`src/rtl/axi_chan_fifo.sv`:
```
`default_nettype none
// ============================================================================
// Module   : axi_chan_fifo
// Brief    : Registered valid/ready buffer for one AXI4 channel, reporting fill
//            level and an almost-full flag. Define AXI_CHAN_FIFO_PROTO_CHK_EN
//            to enable the sticky upstream protocol checker (proto_err).
// Revision : 1.0 - initial release
// ============================================================================
module axi_chan_fifo #(
    parameter int unsigned DATA_W   = 64,
    parameter int unsigned DEPTH    = 4,
    parameter int unsigned AFULL_TH = 3
) (
    input  logic                         aclk,
    input  logic                         areset,
    input  logic                         s_valid,
    output logic                         s_ready,
    input  logic [DATA_W-1:0]            s_payload,
    output logic                         m_valid,
    input  logic                         m_ready,
    output logic [DATA_W-1:0]            m_payload,
    output logic [$clog2(DEPTH+1)-1:0]   level,
    output logic                         afull,
    output logic                         proto_err
);

    localparam int unsigned c_PTR_W = $clog2(DEPTH);
    localparam int unsigned c_LVL_W = $clog2(DEPTH + 1);
    localparam logic [c_LVL_W-1:0] c_DEPTH_L = c_LVL_W'(DEPTH);
    localparam logic [c_LVL_W-1:0] c_AFULL_L = c_LVL_W'(AFULL_TH);

    logic [DATA_W-1:0]  mem_q [DEPTH];
    logic [c_PTR_W-1:0] wr_ptr_q;
    logic [c_PTR_W-1:0] rd_ptr_q;
    logic [c_LVL_W-1:0] level_q;
    logic [c_LVL_W-1:0] level_d;
    logic               afull_q;
    logic               w_push;
    logic               w_pop;

    // Ready depends only on registered state so there is no s->m combinational path.
    assign s_ready   = ~areset & (level_q != c_DEPTH_L);
    assign m_valid   = (level_q != '0);
    assign w_push    = s_valid & s_ready;
    assign w_pop     = m_valid & m_ready;
    assign m_payload = m_valid ? mem_q[rd_ptr_q] : '0;
    assign level     = level_q;
    assign afull     = afull_q;

    always_comb begin
        level_d = level_q;
        case ({w_push, w_pop})
            2'b10:   level_d = level_q + 1'b1;
            2'b01:   level_d = level_q - 1'b1;
            default: level_d = level_q;
        endcase
    end

    always_ff @(posedge aclk) begin
        if (areset) begin
            wr_ptr_q <= '0;
            rd_ptr_q <= '0;
            level_q  <= '0;
            afull_q  <= 1'b0;
        end else begin
            if (w_push) begin
                wr_ptr_q <= wr_ptr_q + 1'b1;
            end
            if (w_pop) begin
                rd_ptr_q <= rd_ptr_q + 1'b1;
            end
            level_q <= level_d;
            afull_q <= (level_d >= c_AFULL_L);
        end
    end

    always_ff @(posedge aclk) begin
        if (w_push) begin
            mem_q[wr_ptr_q] <= s_payload;
        end
    end

`ifdef AXI_CHAN_FIFO_PROTO_CHK_EN
    logic              prev_valid_q;
    logic              prev_ready_q;
    logic [DATA_W-1:0] prev_payload_q;
    logic              proto_err_q;
    logic              w_violation;

    // A stalled beat must stay valid and stable until accepted.
    assign w_violation = prev_valid_q & ~prev_ready_q &
                         (~s_valid | (s_payload != prev_payload_q));

    always_ff @(posedge aclk) begin
        if (areset) begin
            prev_valid_q   <= 1'b0;
            prev_ready_q   <= 1'b0;
            prev_payload_q <= '0;
            proto_err_q    <= 1'b0;
        end else begin
            prev_valid_q   <= s_valid;
            prev_ready_q   <= s_ready;
            prev_payload_q <= s_payload;
            proto_err_q    <= proto_err_q | w_violation;
        end
    end

    assign proto_err = proto_err_q;
`else
    assign proto_err = 1'b0;
`endif

endmodule
`default_nettype wire

```
`config.mk`:
```
export PLATFORM = sky130hd
export DESIGN_NAME = axi_chan_fifo
export DESIGN_NICKNAME = d
export VERILOG_FILES = /design/src/rtl/axi_chan_fifo.sv
export SDC_FILE = /design/constraint.sdc
export NUM_CORES = 1
export LEC_CHECK = 0
export ABC_AREA = 0
export BUFFER_PORTS_ARGS = -buffer_cell sky130_fd_sc_hd__buf_2
export CAP_MARGIN = 20
export CORE_ASPECT_RATIO = 0.7
export CORE_MARGIN = 2
export CORE_UTILIZATION = 27
export DETAILED_ROUTE_END_ITERATION = 8
export PLACE_DENSITY = 0.49
export SKIP_CTS_REPAIR_TIMING = 1
export SLEW_MARGIN = 25
export SYNTH_ARGS = -nofsm -noshare
export SYNTH_HDL_FRONTEND = slang
export SYNTH_SLANG_ARGS = --single-unit
```
`constraint.sdc`:
```
create_clock -name aclk -period 3.09 [get_ports aclk]
set_input_delay 0.618 -clock aclk [delete_from_list [all_inputs] [get_ports aclk]]
set_output_delay 0.618 -clock aclk [all_outputs]
set_load 0.01 [all_outputs]
```
==> impl_metrics.yaml <==
synthesis:
  avgSynthCellArea_sq_um: 22.3
  synthTopCellsByCount: "edfxtp_1, and2_1, mux4_2, dfxtp_1"
  yosysTopAreaCellShare_pct: 74.8
  ys_dominant_reg_cell: "edfxtp_1"
  yosysMostFrequentCell: "edfxtp_1"
  yosysUniqueCellTypes: 33
  yosys.area.top_type: "edfxtp_1"
  async_flop_share_pct: 0
  synthTopCellsByArea: "edfxtp_1, mux4_2, and2_1, dfxtp_1, buf_12"
  synth-edff-count: 256
  yosys_register_bits: 266
  syn_nets: 535
  yosysWarnings: 0
  synth_area_sq_um: 10300
  synth_cells: 461
  seq_area_frac_synth_pct: 76.8
sta:
  fin_crit_ps: 2820
  fmax_ghz: 0.354
  period_share_pct: 91.3
  fin_ws_ps: 269
  setup_tns_ps: 0
  worst_pin_slew_ps: 513
  hold_ws_ps: 279
  finalMaxSlewViolations: 0
  setup-violations-final: 0
  hold_viol_final: 0
  worst_slew_margin_rel_pct: 65.4
  skew_ps: 20.9
  rsz0062_at_grt: "no"
global_routing:
  grt_pass1_wl_microns: 32600
  grt-ovfl-total: 0
  grt_pass1_vias: 5449
  grt_max_degree: 40
  grtUsageTotal_pct: 10.8
  antenna_found_initial: 4
detailed_routing:
  vias_per_cell: 4.36
  drtIter0Drc: 241
  route.detailed.drc: 0
  wl_microns: 21400
  ant_nets: 0
  dr.pass1.iters: 5
  wl_per_cell_microns: 18.9
  num_vias: 4928
worst_setup_path:
  worstPathArrival_ps: 2200
  cp.required_ps: 2470
  worstReg2RegStart: "level[0]"
  crit_path_max_incr_delay_ps: 630
  reg2reg_depth: 8
  worst-path-buf-inv: 2
  r2r_end: "afull"
  path_max_fanout: 38
  setup.worst_path.end_class: "primary output"
  slowest_stage: "mux4_1"
  critPathKind: "reg -> out"
  startpoint_type: "flip-flop"
  critPathTopFamily: "multiplexers"
  reg2reg_setup_slack_ps: 660
  crit_path_cell_trace: "buf_12 -> mux4_1 -> and2_1 -> buf_2"
hold_path:
  min_path_type: "in -> reg"
  hold_end: "mem_q[2][52]"
  min_path_cells: 1
  min-delay-start: "s_payload[52]"
floorplan:
  rows: 59
  die-area_sq_um: 39600
  initial_core_util_pct: 27.5
  core_sq_um: 37400
  die_h_microns: 167
  die_w_microns: 237
  io_pins: 139
pwr:
  irDropWorstVdd_uv: 392
  power.density_nw_per_um2: 842
  power_leakage_nw: 4.30
job:
  cap_viol_max_count: 0
clocking:
  cts_buffers: 28
  cts_tree: "built"
  cts_root_buf: "clkbuf_16"
  worstSkewPairLatency_ps: 550
  clk_pin_slew_ps: 60
  cts.sinks: 266
  clk_path_buf_depth: 3
  htreeDepth: 1
cells_and_area:
  multiInputGateArea_sq_um: 2170
  nNetsFinal: 694
  seq_area_sq_um: 7900
  drive_gt1_share_pct: 41.6
  area_growth_pct: 22.3
  nFillCells: 3537
placement:
  routabilityCongestion: 0.676
  dpl_worst_slack_ps: 496
  hpwl_microns: 13200
  port_buffers: 137
outcome:
  status: "finished, final reports clean"
worst reg2reg max path, stage by stage, from the launching register on:
cell      delay (ps)
dfxtp_1          530
nor3b_1          130
nor3b_2          240
inv_1             80
ha_1             240
fa_1             390
xnor2_1          170
or4_1            450
o211ai_1         120
power by group:
group	internal, mW	leakage [nW]	switching (mW)
clock	2.13	0.471	1.38
combinational	1.30	1.42	1.46
sequential	4.20	2.41	0.104
total	7.64	4.30	2.94
placed cells by master (no fill, tap or decap), types with 2 or more instances in the layout:
cell          n
nand2_1       2
nor3b_1       2
mux4_2       60
dfxtp_1       8
bufinv_16     5
clkinvlp_4    4
dfxtp_4       2
clkinv_2      6
edfxtp_1    256
mux4_1        4
clkinv_1      4
inv_1         4
buf_12        7
buf_2       137
and2_4        4
buf_4         8
mux2i_1       2
and2_1       64
clkbuf_1      2
ha_1          5
xor2_1        3
clkbuf_16    29
nor2_1        7
how the worst max path moves through the flow:
stage | start | endpoint | slack (ps) | cells after the start
floorplan | level[0] | mem_q[1][0] | 140 | 3
global placement | areset | afull | 570 | 8
detailed placement | areset | afull | 500 | 8
CTS | flip-flop | m_payload[0] | 160 | 4
global route | flip-flop | m_payload[0] | 130 | 4
finish | flip-flop | m_payload[0] | 270 | 4
registers in the layout, summed over array words and instances, names as in the netlist, named ones only:
| signal | count |
|---|---|
| afull | 1 |
| level | 3 |
| mem_q | 256 |
| rd_ptr_q | 2 |
| wr_ptr_q | 2 |
area by class of cell:
type / count / area share (%)
multi-input cells: 168 / 17.3
inverters: 4 / 0.120
diodes: 1 / 0.0199
clock buffers: 31 / 5.84
flip-flops and latches: 266 / 62.8
well taps: 488 / 4.86
repair buffers: 152 / 7.05
clock inverters: 21 / 1.95
per-stage QoR:
step                      std cells  area, sq um  utilization (%)  power [mW]
after floorplan                 461        10300                -        6.26
after global placement         1078        11600             31.0        7.21
after detailed placement       1078        11600             31.0        7.24
after CTS                      1130        12600             33.6        10.8
after global routing           1130        12600             33.6        11.1
final                          1131        12600             33.6        10.6
routing by layer:
layer | part of all wire [%] | vias up | routed length [microns] | track usage, %
li1 | - | 2196 | - | -
met1 | 43 | 2559 | 9240 | 13.9
met2 | 49 | 135 | 10600 | 18.5
met3 | 4.9 | 38 | 1050 | 2.67
met4 | 2.4 | 0 | 507 | 2.57
met5 | 0 | - | 0 | 0
cell families after synthesis:
group                    count (synthesis)  synth area share, %
adder cells (fa/ha/maj)                  6                0.804
AND/OR/NAND/NOR                         84                 4.99
AO/OA/AOI/OAI                            6                0.402
buffers and inverters                   27                 2.14
multiplexers                            67                 14.5
flip-flops                             266                 76.8
XOR/XNOR                                 4                0.341
other                                    1               0.0365
Note: power is estimated with default switching activity, not from simulation.
